## src/rtl/spi_rx_multi_core.sv

```systemverilog
// Multi-lane oversampling SPI receiver: per-lane deserialisers merged round-robin
// into one tagged 32-bit first-word-fall-through FIFO.

module spi_rx_lane #(
  parameter int         DATA_WIDTH = 16,
  parameter logic [3:0] IDENTIFIER = 4'b0001,
  parameter int         CH_IDX     = 0
) (
  input  logic        clk,
  input  logic        rst,
  input  logic        en,
  input  logic        sclk,
  input  logic        sdi,
  input  logic        sen,
  input  logic        grant,
  output logic        vld,
  output logic [31:0] word,
  output logic        lost
);
  localparam int CW = $clog2(DATA_WIDTH + 1);

  logic [1:0]            sclk_s, sdi_s, sen_s;
  logic                  sclk_d, rise, sdi_q, sen_q;
  logic [CW-1:0]         cnt;
  logic [DATA_WIDTH-1:0] shreg, shreg_nxt;
  logic [7:0]            seq;

  assign shreg_nxt = DATA_WIDTH'({shreg, sdi_q});

  // rise/sdi_q/sen_q form a registered edge-detect stage so data and enable stay aligned
  always_ff @(posedge clk) begin
    if (rst) begin
      sclk_s <= '0;
      sdi_s  <= '0;
      sen_s  <= '0;
      sclk_d <= 1'b0;
      rise   <= 1'b0;
      sdi_q  <= 1'b0;
      sen_q  <= 1'b0;
      cnt    <= '0;
      shreg  <= '0;
      seq    <= '0;
      vld    <= 1'b0;
      word   <= '0;
      lost   <= 1'b0;
    end else begin
      sclk_s <= {sclk_s[0], sclk};
      sdi_s  <= {sdi_s[0], sdi};
      sen_s  <= {sen_s[0], sen};
      sclk_d <= sclk_s[1];
      rise   <= sclk_s[1] & ~sclk_d;
      sdi_q  <= sdi_s[1];
      sen_q  <= sen_s[1];
      lost   <= 1'b0;
      if (grant) vld <= 1'b0;
      if (!en || !sen_q) begin
        cnt <= '0;
      end else if (rise) begin
        shreg <= shreg_nxt;
        if (cnt == CW'(DATA_WIDTH - 1)) begin
          cnt <= '0;
          seq <= seq + 8'd1;
          // a register being granted this cycle is free for the new word
          if (vld && !grant) begin
            lost <= 1'b1;
          end else begin
            vld  <= 1'b1;
            word <= {IDENTIFIER, 4'(CH_IDX), seq, 16'(shreg_nxt)};
          end
        end else begin
          cnt <= cnt + 1'b1;
        end
      end
    end
  end
endmodule

module spi_rx_multi_core #(
  parameter int         CHANNELS   = 4,
  parameter int         DATA_WIDTH = 16,
  parameter logic [3:0] IDENTIFIER = 4'b0001,
  parameter int         FIFO_DEPTH = 8
) (
  input  logic                BUS_CLK,
  input  logic                BUS_RST,
  input  logic                EN,
  input  logic [CHANNELS-1:0] SCLK,
  input  logic [CHANNELS-1:0] SDI,
  input  logic [CHANNELS-1:0] SEN,
  input  logic                FIFO_READ,
  output logic                FIFO_EMPTY,
  output logic [31:0]         FIFO_DATA,
  output logic [7:0]          LOST_COUNT
);
  localparam int PW = (CHANNELS > 1) ? $clog2(CHANNELS) : 1;
  localparam int AW = $clog2(FIFO_DEPTH);

  logic [CHANNELS-1:0]        vld, lost, grant;
  logic [CHANNELS-1:0][31:0]  word;
  logic [PW-1:0]              ptr, sel;
  logic                       any, push, pop, full;
  logic [AW:0]                wr_ptr, rd_ptr;
  logic [31:0]                mem [FIFO_DEPTH];
  logic [8:0]                 lost_sum;

  for (genvar i = 0; i < CHANNELS; i++) begin : g_lane
    spi_rx_lane #(
      .DATA_WIDTH(DATA_WIDTH),
      .IDENTIFIER(IDENTIFIER),
      .CH_IDX    (i)
    ) u_lane (
      .clk  (BUS_CLK),
      .rst  (BUS_RST),
      .en   (EN),
      .sclk (SCLK[i]),
      .sdi  (SDI[i]),
      .sen  (SEN[i]),
      .grant(grant[i]),
      .vld  (vld[i]),
      .word (word[i]),
      .lost (lost[i])
    );
  end

  // ptr holds the highest-priority lane for the next grant
  always_comb begin
    any = 1'b0;
    sel = ptr;
    for (int i = 0; i < CHANNELS; i++) begin
      if (!any && vld[(int'(ptr) + i) % CHANNELS]) begin
        any = 1'b1;
        sel = PW'((int'(ptr) + i) % CHANNELS);
      end
    end
  end

  assign FIFO_EMPTY = (wr_ptr == rd_ptr);
  assign full       = (wr_ptr[AW] != rd_ptr[AW]) && (wr_ptr[AW-1:0] == rd_ptr[AW-1:0]);
  assign pop        = FIFO_READ && !FIFO_EMPTY;
  assign push       = any && (!full || pop);
  assign FIFO_DATA  = FIFO_EMPTY ? 32'd0 : mem[rd_ptr[AW-1:0]];

  always_comb begin
    grant = '0;
    if (push) grant[sel] = 1'b1;
  end

  always_comb begin
    lost_sum = {1'b0, LOST_COUNT};
    for (int i = 0; i < CHANNELS; i++) lost_sum = lost_sum + 9'(lost[i]);
  end

  always_ff @(posedge BUS_CLK) begin
    if (push) mem[wr_ptr[AW-1:0]] <= word[sel];
  end

  always_ff @(posedge BUS_CLK) begin
    if (BUS_RST) begin
      wr_ptr     <= '0;
      rd_ptr     <= '0;
      ptr        <= '0;
      LOST_COUNT <= '0;
    end else begin
      if (push) begin
        wr_ptr <= wr_ptr + 1'b1;
        ptr    <= (sel == PW'(CHANNELS - 1)) ? '0 : sel + 1'b1;
      end
      if (pop) rd_ptr <= rd_ptr + 1'b1;
      LOST_COUNT <= lost_sum[8] ? 8'hFF : lost_sum[7:0];
    end
  end
endmodule

```

## config.mk

```make
export PLATFORM = sky130hd
export DESIGN_NAME = spi_rx_multi_core
export DESIGN_NICKNAME = d
export VERILOG_FILES = /design/src/rtl/spi_rx_multi_core.sv
export SDC_FILE = /design/constraint.sdc
export NUM_CORES = 1
export LEC_CHECK = 0
export CORE_MARGIN = 2
export CORE_UTILIZATION = 56
export CTS_CLUSTER_DIAMETER = 150
export CTS_CLUSTER_SIZE = 16
export DETAILED_ROUTE_END_ITERATION = 12
export HOLD_SLACK_MARGIN = 0.08
export PLACE_DENSITY_LB_ADDON = 0.3
export SLEW_MARGIN = 20
export SYNTH_ARGS = -nofsm -noshare
export SYNTH_HDL_FRONTEND = slang
export SYNTH_HIERARCHICAL = 1
export SYNTH_SLANG_ARGS = --single-unit
```

## constraint.sdc

```tcl
create_clock -name BUS_CLK -period 5.75 [get_ports BUS_CLK]
set_input_delay 1.725 -clock BUS_CLK [delete_from_list [all_inputs] [get_ports BUS_CLK]]
set_output_delay 1.725 -clock BUS_CLK [all_outputs]
set_load 0.02 [all_outputs]
```

==> flow_summary.json <==
{
  "report.final.slew_viol_count": 0,
  "vias_per_cell": 6.05,
  "critical_path.top_delay_family": "buffers and inverters",
  "totalWireLength_um": 47800,
  "crit_path_max_fanout": 25,
  "placeableCoreArea_um2": 39600,
  "nFillCells": 3136,
  "hp-start": "g_lane[1].u_lane/sclk_d",
  "rsz0062_at_grt": "no",
  "path_buf_inv": 2,
  "cts_tree": "built",
  "worst_pin_slew_ns": 1.00,
  "drtPass1Iterations": 5,
  "num_rows": 73,
  "setup_tns_ns": 0,
  "crit_arrival_ns": 3.05,
  "yosysTopAreaCell": "edfxtp_1",
  "wire_per_inst_um": 19.9,
  "design_power_total_mw": 6.59,
  "endpoint_kind": "output port",
  "synth_edf_count": 256,
  "finalSetupViolCount": 0,
  "sequentialPowerShare_pct": 60.5,
  "antenna_found_initial": 0,
  "status": "complete, no violations",
  "synth_commonest_cells": "dfxtp_1, edfxtp_1, nand2_1",
  "cp_slowest_stage_delay_ns": 0.67,
  "synth_top_family_by_area": "simple AND/OR/NAND/NOR gates",
  "p_int_mw": 5.30,
  "swShare_pct": 19.6,
  "yosysSeqAreaShare_pct": 59.4,
  "ios": 57,
  "p_leak_nw": 7.74,
  "drtIter0Drc": 1355,
  "synthTopCellsByArea": "edfxtp_1, dfxtp_1, mux4_2",
  "yosys.area_share.xor_xnor_pct": 0.587,
  "drcViolationCount": 0,
  "hp-class": "flip-flop to flip-flop",
  "ys_async_sr_fraction_pct": 0,
  "port_buffers": 56,
  "post_dp_cell_area_um2": 23100,
  "hpwl_um": 29900,
  "path_clk_slew_ns": 0.07,
  "antenna_left": 0,
  "cts_root_buf": "clkbuf_16",
  "fmax_mhz": 209,
  "switchingPower_mw": 1.29,
  "area_growth_pct": 8.06,
  "synth.most_common_cell": "dfxtp_1",
  "synth-compound-area-share_pct": 9.27,
  "synth_ff_type": "dfxtp_1",
  "grt_overflow": 0,
  "syn_area_per_cell_um2": 11.9,
  "cts_htree_levels": 2,
  "synth_cell_types": 53,
  "clock_latency_ns": 0.54,
  "cp_slowest_cell": "dfxtp_4",
  "r2r-start": "g_lane[0].u_lane/vld",
  "syn_area_um2": 22400,
  "synthAdderAreaFrac_pct": 1.11,
  "synthCells": 1884,
  "required_ns": 4.03,
  "powerDensity_nw_per_um2": 272,
  "num_antenna_cells": 0,
  "clockBufferDepth": 3,
  "cap_violations": 0,
  "drive_gt1_share_pct": 11.0,
  "fin_nets": 1891,
  "grt_usage_pct": 23.1,
  "ys_warn_count": 6,
  "synthMuxAreaShare_pct": 10.0,
  "min_period_ns": 4.78,
  "grt_pass1_vias": 13928,
  "hold_viol": 0,
  "place_ws_ns": 1.26,
  "cts_sinks": 537,
  "peakVddDrop_v": 0.000173,
  "synthSimpleGateAreaFrac_pct": 14.9,
  "netlist.area_leader.share_pct": 34.3,
  "fin_util_pct": 61.1,
  "cts.repair.resized": 0,
  "post-cts-setup-buffer-count": 0,
  "skew_ns": 0.0126,
  "crit_type": "flip-flop to output port",
  "gp_congestion": 0.842,
  "setup_ws_ns": 0.971,
  "start_util_pct": 56.5,
  "combPwrFrac_pct": 1.1,
  "fp.dieW_um": 204,
  "p_clk_share_pct": 38.4,
  "die_area_um2": 41600,
  "grt_max_degree": 167,
  "layout.cells.non_filler": 2402,
  "fp.dieH_um": 204,
  "vias": 14524,
  "synth_seq_cells": 537,
  "whs_ns": 0.385,
  "holdBufCountCts": 0,
  "fin_crit_sh_pct": 83.1,
  "place_inst": 2341,
  "cp-start-kind": "flip-flop",
  "final_cell_area_um2": 24200,
  "grt_pass1_wl_um": 76000,
  "cts_buffers": 39,
  "maxSlewHeadroom_pct": 33.1,
  "crit_path_cell_trace": "buf_4, mux4_2, mux2i_1, nor2_1, clkdlybuf4s50_1"
}
[per-layer routing]
layer  routed length, µm  share of wire (%)  global-route usage (%)
met5                   0                  0                       0
met4                1530                3.2                    8.00
met3                2560                5.4                    2.93
met2               22900                 48                    37.8
met1               20800                 43                    32.0
[power groups by stage]
stage | Combinational [mW] | Clock, mW | Sequential, mW
global route | 0.0816 | 2.72 | 3.98
floorplan | 0.0641 | 0 | 4.07
global placement | 0.0712 | 0 | 4.07
finish | 0.0730 | 2.53 | 3.98
CTS | 0.0730 | 2.58 | 3.98
detailed placement | 0.0727 | 0 | 4.07
[worst register-to-register path: stages, from the launching register on]
cell	delay, ns
dfxtp_1	0.49
nor2b_1	0.26
a21oi_1	0.06
o211ai_1	0.79
buf_4	0.36
inv_1	0.12
ha_1	0.22
and2_1	0.15
nand2b_1	0.53
nand3_2	0.38
mux2i_1	0.23
[cells by family (layout without fill, tap and decap cells)]
logic type | count (synthesis) | in the layout
fa+ha+maj | 18 | 18
compound gates | 345 | 345
xor+xnor | 15 | 15
simple gates | 622 | 622
other cells | 4 | 24
buf+inv | 199 | 172
flops | 537 | 537
mux | 144 | 144
[path summary, 6_finish.rpt]
kind / endpoint / slack [ns] / cells past startpoint
worst max register to register: g_lane[1].u_lane/word[23] / 2.09 / 10
worst min register to register: g_lane[1].u_lane/rise / 0.38 / 1
worst min-delay path: g_lane[1].u_lane/rise / 0.38 / 1
worst max-delay path: FIFO_DATA[27] / 0.97 / 5
[state kept, by name (all words and copies together), names as in the netlist, 8 cells and up, named ones only]
register              flops
LOST_COUNT                8
g_lane.u_lane/cnt        20
g_lane.u_lane/sclk_s      8
g_lane.u_lane/sdi_s       8
g_lane.u_lane/sen_s       8
g_lane.u_lane/seq        32
g_lane.u_lane/shreg      60
g_lane.u_lane/word      100
mem                     256
[area by class of cell]
| type | instances | area (µm²) | share of cell area [%] |
|---|---|---|---|
| Clock buffer | 58 | 1070 | 4.41 |
| Clock inverter | 3 | 33.8 | 0.140 |
| Inverter | 18 | 67.6 | 0.279 |
| Multi-Input combinational cell | 1168 | 8190 | 33.9 |
| Sequential cell | 537 | 13300 | 55.0 |
| Tap cell | 525 | 657 | 2.71 |
| Timing Repair Buffer | 93 | 865 | 3.57 |
[cells in the final DEF, fill, tap and decap left out, drive strengths merged, types with 38 or more instances in the layout]
cell type / instances
clkdlybuf4s50: 55
dfxtp: 281
nor2: 56
buf: 38
edfxtp: 256
a21oi: 210
o31ai: 80
nand4: 87
mux2i: 76
nand2b: 54
nand2: 241
nor2b: 48
mux4: 64
clkbuf: 58
nand3: 39
Note: power is estimated with default switching activity, not from simulation.
